**src/rtl/rx_ctrl_pkg.sv**
```systemverilog
// Shared types and constants for the Rx refill controller.
package rx_ctrl_pkg;

  localparam int PKG_ID_W        = 24;
  localparam int PKG_TIMEOUT_CYC = 2048;
  localparam int ERR_CNT_W       = 8;

  typedef enum logic [1:0] {
    BOOT       = 2'd0,
    REQ        = 2'd1,
    WAIT_FRAME = 2'd2,
    WAIT_EMPTY = 2'd3
  } rx_state_e;

  function automatic logic [ERR_CNT_W-1:0] sat_inc(input logic [ERR_CNT_W-1:0] v);
    logic [ERR_CNT_W-1:0] r;
    if (v == {ERR_CNT_W{1'b1}}) begin
      r = v;
    end else begin
      r = v + {{(ERR_CNT_W-1){1'b0}}, 1'b1};
    end
    return r;
  endfunction

endpackage

```
**src/rtl/rx_req_timer.sv**
```systemverilog
// Loadable down-counter that times out an outstanding "need data" request.
module rx_req_timer
  import rx_ctrl_pkg::*;
#(
  parameter int TIMEOUT_CYC = PKG_TIMEOUT_CYC,
  localparam int W = $clog2(TIMEOUT_CYC)
) (
  input  logic         clk,
  input  logic         rst_n,
  input  logic         load,
  input  logic [W-1:0] load_val,
  input  logic         dec,
  output logic         zero
);

  logic [W-1:0] cnt;

  // Counter register: load has priority, decrement stops at zero.
  always_ff @(posedge clk or negedge rst_n) begin
    if (!rst_n) begin
      cnt <= {W{1'b0}};
    end else if (load) begin
      cnt <= load_val;
    end else if (dec && (cnt != {W{1'b0}})) begin
      cnt <= cnt - {{(W-1){1'b0}}, 1'b1};
    end else begin
      cnt <= cnt;
    end
  end

  assign zero = (cnt == {W{1'b0}});

endmodule

```
**src/rtl/rx_refill_scheduler.sv**
```systemverilog
// Sequences "need data" requests for the Rx ping-pong buffer, retrying on
// timeout and checking the sequence of received frame IDs.
module rx_refill_scheduler
  import rx_ctrl_pkg::*;
#(
  parameter int              ID_W        = PKG_ID_W,
  parameter int              TIMEOUT_CYC = PKG_TIMEOUT_CYC,
  parameter int              MAX_RETRY   = 3,
  parameter logic [ID_W-1:0] FIRST_ID    = {ID_W{1'b0}}
) (
  input  logic                 ff_clk,
  input  logic                 rst_n,
  input  logic                 empty,
  input  logic                 start,
  input  logic                 rx_frame_stb,
  input  logic [ID_W-1:0]      frameid,
  output logic                 req,
  output logic [ID_W-1:0]      req_id,
  input  logic                 req_ack,
  output logic                 underrun,
  output logic                 seq_err,
  output logic [ERR_CNT_W-1:0] err_cnt
);

  localparam int TW = $clog2(TIMEOUT_CYC);
  localparam int RW = $clog2(MAX_RETRY + 1);

  rx_state_e            state, state_nx;
  logic [ID_W-1:0]      expect_id, expect_nx, req_id_nx;
  logic [RW-1:0]        retry_cnt, retry_nx;
  logic                 underrun_nx, seq_err_nx;
  logic [ERR_CNT_W-1:0] err_cnt_nx;
  logic                 pend, pend_set, pend_clr, empty_d;
  logic                 tmr_load, tmr_dec, tmr_zero;

  assign pend_set = empty & ~empty_d & start;

  rx_req_timer #(.TIMEOUT_CYC(TIMEOUT_CYC)) u_timer (
    .clk      (ff_clk),
    .rst_n    (rst_n),
    .load     (tmr_load),
    .load_val (TW'(TIMEOUT_CYC - 1)),
    .dec      (tmr_dec),
    .zero     (tmr_zero)
  );

  // Next-state and output decode.
  always_comb begin
    state_nx    = state;
    req_id_nx   = req_id;
    expect_nx   = expect_id;
    retry_nx    = retry_cnt;
    underrun_nx = underrun;
    seq_err_nx  = 1'b0;
    err_cnt_nx  = err_cnt;
    pend_clr    = 1'b0;
    tmr_load    = 1'b0;
    tmr_dec     = 1'b0;
    case (state)
      BOOT: begin
        state_nx  = REQ;
        req_id_nx = expect_id;
      end
      REQ: begin
        if (req_ack) begin
          state_nx = WAIT_FRAME;
          tmr_load = 1'b1;
        end else begin
          state_nx = REQ;
        end
      end
      WAIT_FRAME: begin
        // A frame beats a simultaneous timeout.
        if (rx_frame_stb) begin
          if (frameid != expect_id) begin
            seq_err_nx = 1'b1;
            err_cnt_nx = sat_inc(err_cnt);
          end else begin
            seq_err_nx = 1'b0;
          end
          expect_nx   = frameid + {{(ID_W-1){1'b0}}, 1'b1};
          retry_nx    = {RW{1'b0}};
          underrun_nx = 1'b0;
          state_nx    = WAIT_EMPTY;
        end else if (tmr_zero) begin
          if (retry_cnt < RW'(MAX_RETRY)) begin
            retry_nx = retry_cnt + {{(RW-1){1'b0}}, 1'b1};
          end else begin
            underrun_nx = 1'b1;
          end
          state_nx = REQ;
        end else begin
          tmr_dec = 1'b1;
        end
      end
      WAIT_EMPTY: begin
        if (pend) begin
          state_nx  = REQ;
          req_id_nx = expect_id;
          pend_clr  = 1'b1;
        end else begin
          state_nx = WAIT_EMPTY;
        end
      end
      default: begin
        state_nx = BOOT;
      end
    endcase
  end

  // State and registered outputs; req follows the state being entered.
  always_ff @(posedge ff_clk or negedge rst_n) begin
    if (!rst_n) begin
      state     <= BOOT;
      expect_id <= FIRST_ID;
      req_id    <= FIRST_ID;
      retry_cnt <= {RW{1'b0}};
      underrun  <= 1'b0;
      seq_err   <= 1'b0;
      err_cnt   <= {ERR_CNT_W{1'b0}};
      pend      <= 1'b0;
      empty_d   <= 1'b0;
      req       <= 1'b0;
    end else begin
      state     <= state_nx;
      expect_id <= expect_nx;
      req_id    <= req_id_nx;
      retry_cnt <= retry_nx;
      underrun  <= underrun_nx;
      seq_err   <= seq_err_nx;
      err_cnt   <= err_cnt_nx;
      pend      <= pend_set | (pend & ~pend_clr);
      empty_d   <= empty;
      req       <= (state_nx == REQ);
    end
  end

endmodule
```
**config.mk**
```make
export PLATFORM = sky130hd
export DESIGN_NAME = rx_refill_scheduler
export DESIGN_NICKNAME = d
export VERILOG_FILES = /design/src/rtl/rx_ctrl_pkg.sv /design/src/rtl/rx_req_timer.sv /design/src/rtl/rx_refill_scheduler.sv
export SDC_FILE = /design/constraint.sdc
export NUM_CORES = 1
export LEC_CHECK = 0
export ABC_AREA = 1
export CORE_UTILIZATION = 58
export CTS_CLUSTER_SIZE = 8
export DETAILED_ROUTE_END_ITERATION = 16
export PLACE_DENSITY = 0.95
export SYNTH_ARGS = -nofsm -noshare
export SYNTH_HDL_FRONTEND = slang
export SYNTH_SLANG_ARGS = --single-unit
```
**constraint.sdc**
```tcl
create_clock -name ff_clk -period 2.8 [get_ports ff_clk]
set_input_delay 0.7 -clock ff_clk [delete_from_list [all_inputs] [get_ports ff_clk]]
set_output_delay 0.7 -clock ff_clk [all_outputs]
set_load 0.02 [all_outputs]
```
* Word-level counts from Yosys, hierarchy flattened
Index checks and enable logic that the tools add are counted.
Widths: inputs -> output; s select.
** Storage, ports and cells
- Flip-flop bits (word level) :: 76
- Bits of input ports :: 30
- Output and inout port bits :: 35
- Logic and storage cells :: 69
** Cells by class
- Add/sub/neg operators :: 4
- Magnitude comparators :: 1
- Equality and inequality tests :: 8
- Multiplexer cells :: 25
- Bitwise logic cells :: 7
- Reductions and logical operators :: 13
** Operator list (count)
- $pmux 24 s2 :: 1
- $add 24x1->24 const B :: 1
- $mux 24 :: 1
- $ne 24x24->1 :: 1
- $mux 11 :: 2
- $mux 2 :: 7
- $mux 1 :: 13
- $logic_not 11->1 :: 1
- $reduce_bool 11->1 :: 1
- $sub 11x1->11 const B :: 1
- $add 8x1->8 const B :: 1
- $eq 8x8->1 const B :: 1
- $pmux 2 s4 :: 1
- $reduce_bool 2->1 :: 4
- $reduce_and 3->1 :: 2
- $eq 2x1->1 const B :: 2
- $eq 2x2->1 const B :: 2
- $ne 2x2->1 const B :: 2
- $reduce_and 2->1 :: 2
- $reduce_and 4->1 :: 1
- $and 1x1->1 :: 3
- $not 1->1 :: 3
- $add 2x1->2 const B :: 1
- $logic_not 2->1 :: 1
- other kinds (3) :: 3

* Longest topological paths before layout
- Word-level depth :: 7
- Depth in mapped cells :: 12
- Gate-level depth less buffers :: 12

* By module
A second synthesis with hierarchy kept.
** Second synthesis, totals
- Cell total of the unflattened synthesis :: 615
- Area, all modules :: 4459.3 um2
** Modules (own cells, without submodules)
- rx_refill_scheduler :: instances 1, cells an instance 476, area an instance 3579.7 um2, sequential area each 1626.6 um2
- rx_req_timer :: instances 1, cells an instance 139, area an instance 879.6 um2, sequential area each 275.3 um2

* Worst setup path after synthesis
OpenSTA, ideal clock, no wires.
- Path kind :: in2reg
- Start :: input port frameid[0]
- End :: register expect_id[20]
- Setup time :: 117 ps
- Arrival :: 1605 ps
- Data required time :: 2683 ps
- Setup slack :: 1077 ps
- Cell stages on the path :: 10
- Buffers on the path :: 0
- Cells stage by stage :: ha_1 -> nand2_1 -> nor2_2 -> nand3_2 -> nor2_2 -> nand2_1 -> nor2_1 -> nand2_1 -> nand3_1 -> nand2_1
** On the way
- Cells in the longest elaborated chain, start to end :: 1
** Ends and longest elaborated chain
- from (decl) :: line rx_refill_scheduler.sv:16 : input logic [ID_W-1:0] frameid,
- $add 24x1->24 :: line rx_refill_scheduler.sv:81 : expect_nx = frameid + {{(ID_W-1){1'b0}}, 1'b1};
- to (signal assigned) :: line rx_refill_scheduler.sv:126 : expect_id <= expect_nx;
- to (decl) :: line rx_refill_scheduler.sv:29 : logic [ID_W-1:0] expect_id, expect_nx, req_id_nx;
No other way between the ends.
A chain may end at the register's enable or synchronous reset.

* Worst setup path in the final report
- Start :: register err_cnt[6]
- End :: output port err_cnt[6]
** RTL lines
- from (decl) :: line rx_refill_scheduler.sv:22 : output logic [ERR_CNT_W-1:0] err_cnt
- from (signal assigned) :: line rx_refill_scheduler.sv:120 : err_cnt <= {ERR_CNT_W{1'b0}};
- from (signal assigned) :: line rx_refill_scheduler.sv:131 : err_cnt <= err_cnt_nx;
No word-level cell between the ends.

==> flow_summary.json <==
{
  "cap_violations": 0,
  "synth-compound-area-share": 0.08892,
  "syn-instance-count": 558,
  "cp_data_arrival_time_ps": 1470,
  "diodes": 0,
  "drc_errors": 0,
  "p_leak_uw": 0.002472,
  "cp_top_family": "buffers and inverters",
  "place_inst": 711,
  "clock_sinks": 76,
  "final_common_cell": "nand2_1",
  "asyncSetResetFlopFracSynth": 1.000,
  "outcome": "finished clean",
  "synth_xor_xnor_area_share": 0.05602,
  "ant_nets": 0,
  "post-route-min-period_ps": 2168,
  "first_pass_iters": 6,
  "grt_use_total": 0.2880,
  "fill_cells": 518,
  "yosys-top-cells-area": "dfrtp_1, nand2_1, inv_1",
  "clock_latency_ps": 360,
  "avgSynthCellArea_um2": 7.566,
  "clock_skew_ps": 14.95,
  "syn_area_mm2": 0.004222,
  "place_ws_ps": 317.5,
  "cellPowerDensity_mw_per_mm2": 994.1,
  "layout_common_cells": "nand2_1, dfrtp_1, inv_1, clkdlybuf4s50_1, nor2_1",
  "ys_types": 33,
  "yosysSeqAreaShare": 0.4505,
  "slowest_delay_ps": 650,
  "critical_path.slowest_cell": "clkdlybuf4s50_1",
  "startpoint_type": "register",
  "worstMarginPinSlew_ps": 943.4,
  "grt_max_degree": 77,
  "cp_cell_sequence": "clkdlybuf4s50_1",
  "synth_nets": 592,
  "fmax_mhz": 461.3,
  "setup_viol": 0,
  "die_width_um": 87.32,
  "clk_pin_slew_ps": 90,
  "synth_top_area_frac": 0.4505,
  "cp_max_fo": 6,
  "worst_slack_ps": 632.1,
  "h-tree-depth": 3,
  "vias_per_cell": 5.363,
  "holdBufCountCts": 0,
  "drive_above_1_share": 0.08082,
  "cts_tree": "built",
  "synth_edf_count": 0,
  "ctsLongestPathBuffers": 2,
  "synthAdderAreaFrac": 0.01186,
  "r2r_start": "u_timer.cnt[0]$_DFFE_PN0P_",
  "numCtsBuffers": 9,
  "crit_path_end_kind": "primary output",
  "place.gp.congestion": 0.9352,
  "min_period_over_period": 0.7743,
  "synth_warnings": 0,
  "drt_iter0_markers": 271,
  "synth_top_family_by_area": "simple AND/OR/NAND/NOR gates",
  "dieArea_mm2": 0.007624,
  "syn2layout_area_growth_pct": 22.29,
  "slew_headroom": 0.3711,
  "critPathBufInv": 1,
  "rows": 30,
  "p_total_uw": 5132,
  "hold_path_class": "in2async",
  "synth_flop_cell": "dfrtp_1",
  "cts.repair.resized": 0,
  "final_cells": 727,
  "place_area_mm2": 0.004946,
  "antenna_found_initial": 0,
  "r2r_end": "u_timer.cnt[4]$_DFFE_PN0P_",
  "dp_hpwl_um": 7026,
  "critPathRequiredTime_ps": 2100,
  "cts-root-buf": "clkbuf_8",
  "ys_ff_latch": 76,
  "slew_violations": 0,
  "start_util": 0.6112,
  "path_class": "reg2out",
  "cts_setup_buffers": 0,
  "grt_overflow": 0,
  "die_h_um": 87.32,
  "drt-total-wl_um": 10180,
  "fin_nets": 660,
  "coreArea_mm2": 0.006907,
  "grt_pass1_wl_um": 16850,
  "fin_area_mm2": 0.005162,
  "portBuffers": 64,
  "setup-tns-final_ps": 0,
  "synth_top_area_cell": "dfrtp_1",
  "muxShareOfSynthArea": 0.005335,
  "r2r_cells": 12,
  "rsz0062_at_grt": "no",
  "ioPinCount": 65,
  "synthSimpleGateAreaFrac": 0.3053,
  "r2r_slack_ps": 840,
  "ir_drop_uv": 614.8,
  "wl_per_cell_um": 14.00,
  "grt_pass1_vias": 3863,
  "num_vias": 3899,
  "finalHoldViolCount": 0
}
## cells by family after synthesis
kind of cell	Yosys count
AOI/OAI and AO/OA	69
xor gates and xnor gates	27
adders and majority gates	4
buffers and inverters	86
DFF	76
muxes	2
and+or+nand+nor	294
## worst max path at each step
stage,startpoint,end,slack (ps),cells past startpoint
global route,frameid[10],err_cnt[0]$_DFFE_PN0P_,530,11
detailed placement,frameid[1],expect_id[20]$_DFFE_PN0P_,320,11
CTS,err_cnt[6]$_DFFE_PN0P_,err_cnt[6],630,1
finish,err_cnt[6]$_DFFE_PN0P_,err_cnt[6],630,1
floorplan,frameid[0],expect_id[20]$_DFFE_PN0P_,1080,10
global placement,frameid[0],expect_id[20]$_DFFE_PN0P_,380,11
## sequential cells by signal, summed over array words and instances, names as in the netlist
| name | flops |
|---|---|
| empty_d | 1 |
| req_id | 24 |
| retry_cnt | 2 |
| expect_id | 24 |
| seq_err | 1 |
| err_cnt | 8 |
| underrun | 1 |
| pend | 1 |
| u_timer.cnt | 11 |
| req | 1 |
| state | 2 |
## area by class of cell
type,count,area (um2),area share
clock buffers,11,141.4,0.02739
clock inverters,5,75.07,0.01454
inverters,75,282.8,0.05477
multi-input cells,396,1973,0.3822
flip-flops and latches,76,1902,0.3684
well taps,96,120.1,0.02327
repair buffers,68,668.1,0.1294
## synthesized netlist by cell type (2+ instances only)
master   number
nand2_1     170
dfrtp_1      76
inv_1        70
nor2_1       61
a21oi_1      30
xor2_1       25
nand3_1      20
o21ai_0      20
nand4_1      14
o21ai_1      12
buf_2         9
nor3_1        8
nor2_2        7
ha_1          4
inv_2         4
nand2_2       3
nand3_2       3
nor2_4        3
mux2_2        2
nand3_4       2
or2_2         2
xnor2_1       2
## power breakdown
group / switching, uW / internal (uW) / total (uW)
clock network: 410 / 522 / 932
registers: 325 / 1580 / 1900
logic: 1360 / 939 / 2300
total: 2090 / 3040 / 5130
## stage by stage
| stage | hold WS [ps] | utilization |
|---|---|---|
| 2_1_floorplan | 404.4 | - |
| 3_3_place_gp | 477.5 | 0.7161 |
| 3_5_place_dp | 481.1 | 0.7161 |
| 4_1_cts | 497.5 | 0.7475 |
| 5_1_grt | 536.6 | 0.7475 |
| 6_report | 476.6 | 0.7475 |
## routing by layer
layer / GRT usage / vias up / part of all wire / routed length, um
met5: 0 / - / 0 / 0
met4: 0.1326 / 0 / 0.030 / 303
met3: 0.07204 / 37 / 0.072 / 729
met2: 0.5007 / 189 / 0.49 / 4966
met1: 0.3335 / 1787 / 0.41 / 4178
li1: - / 1886 / - / -
No activity file was read; power rests on OpenSTA's default activity.
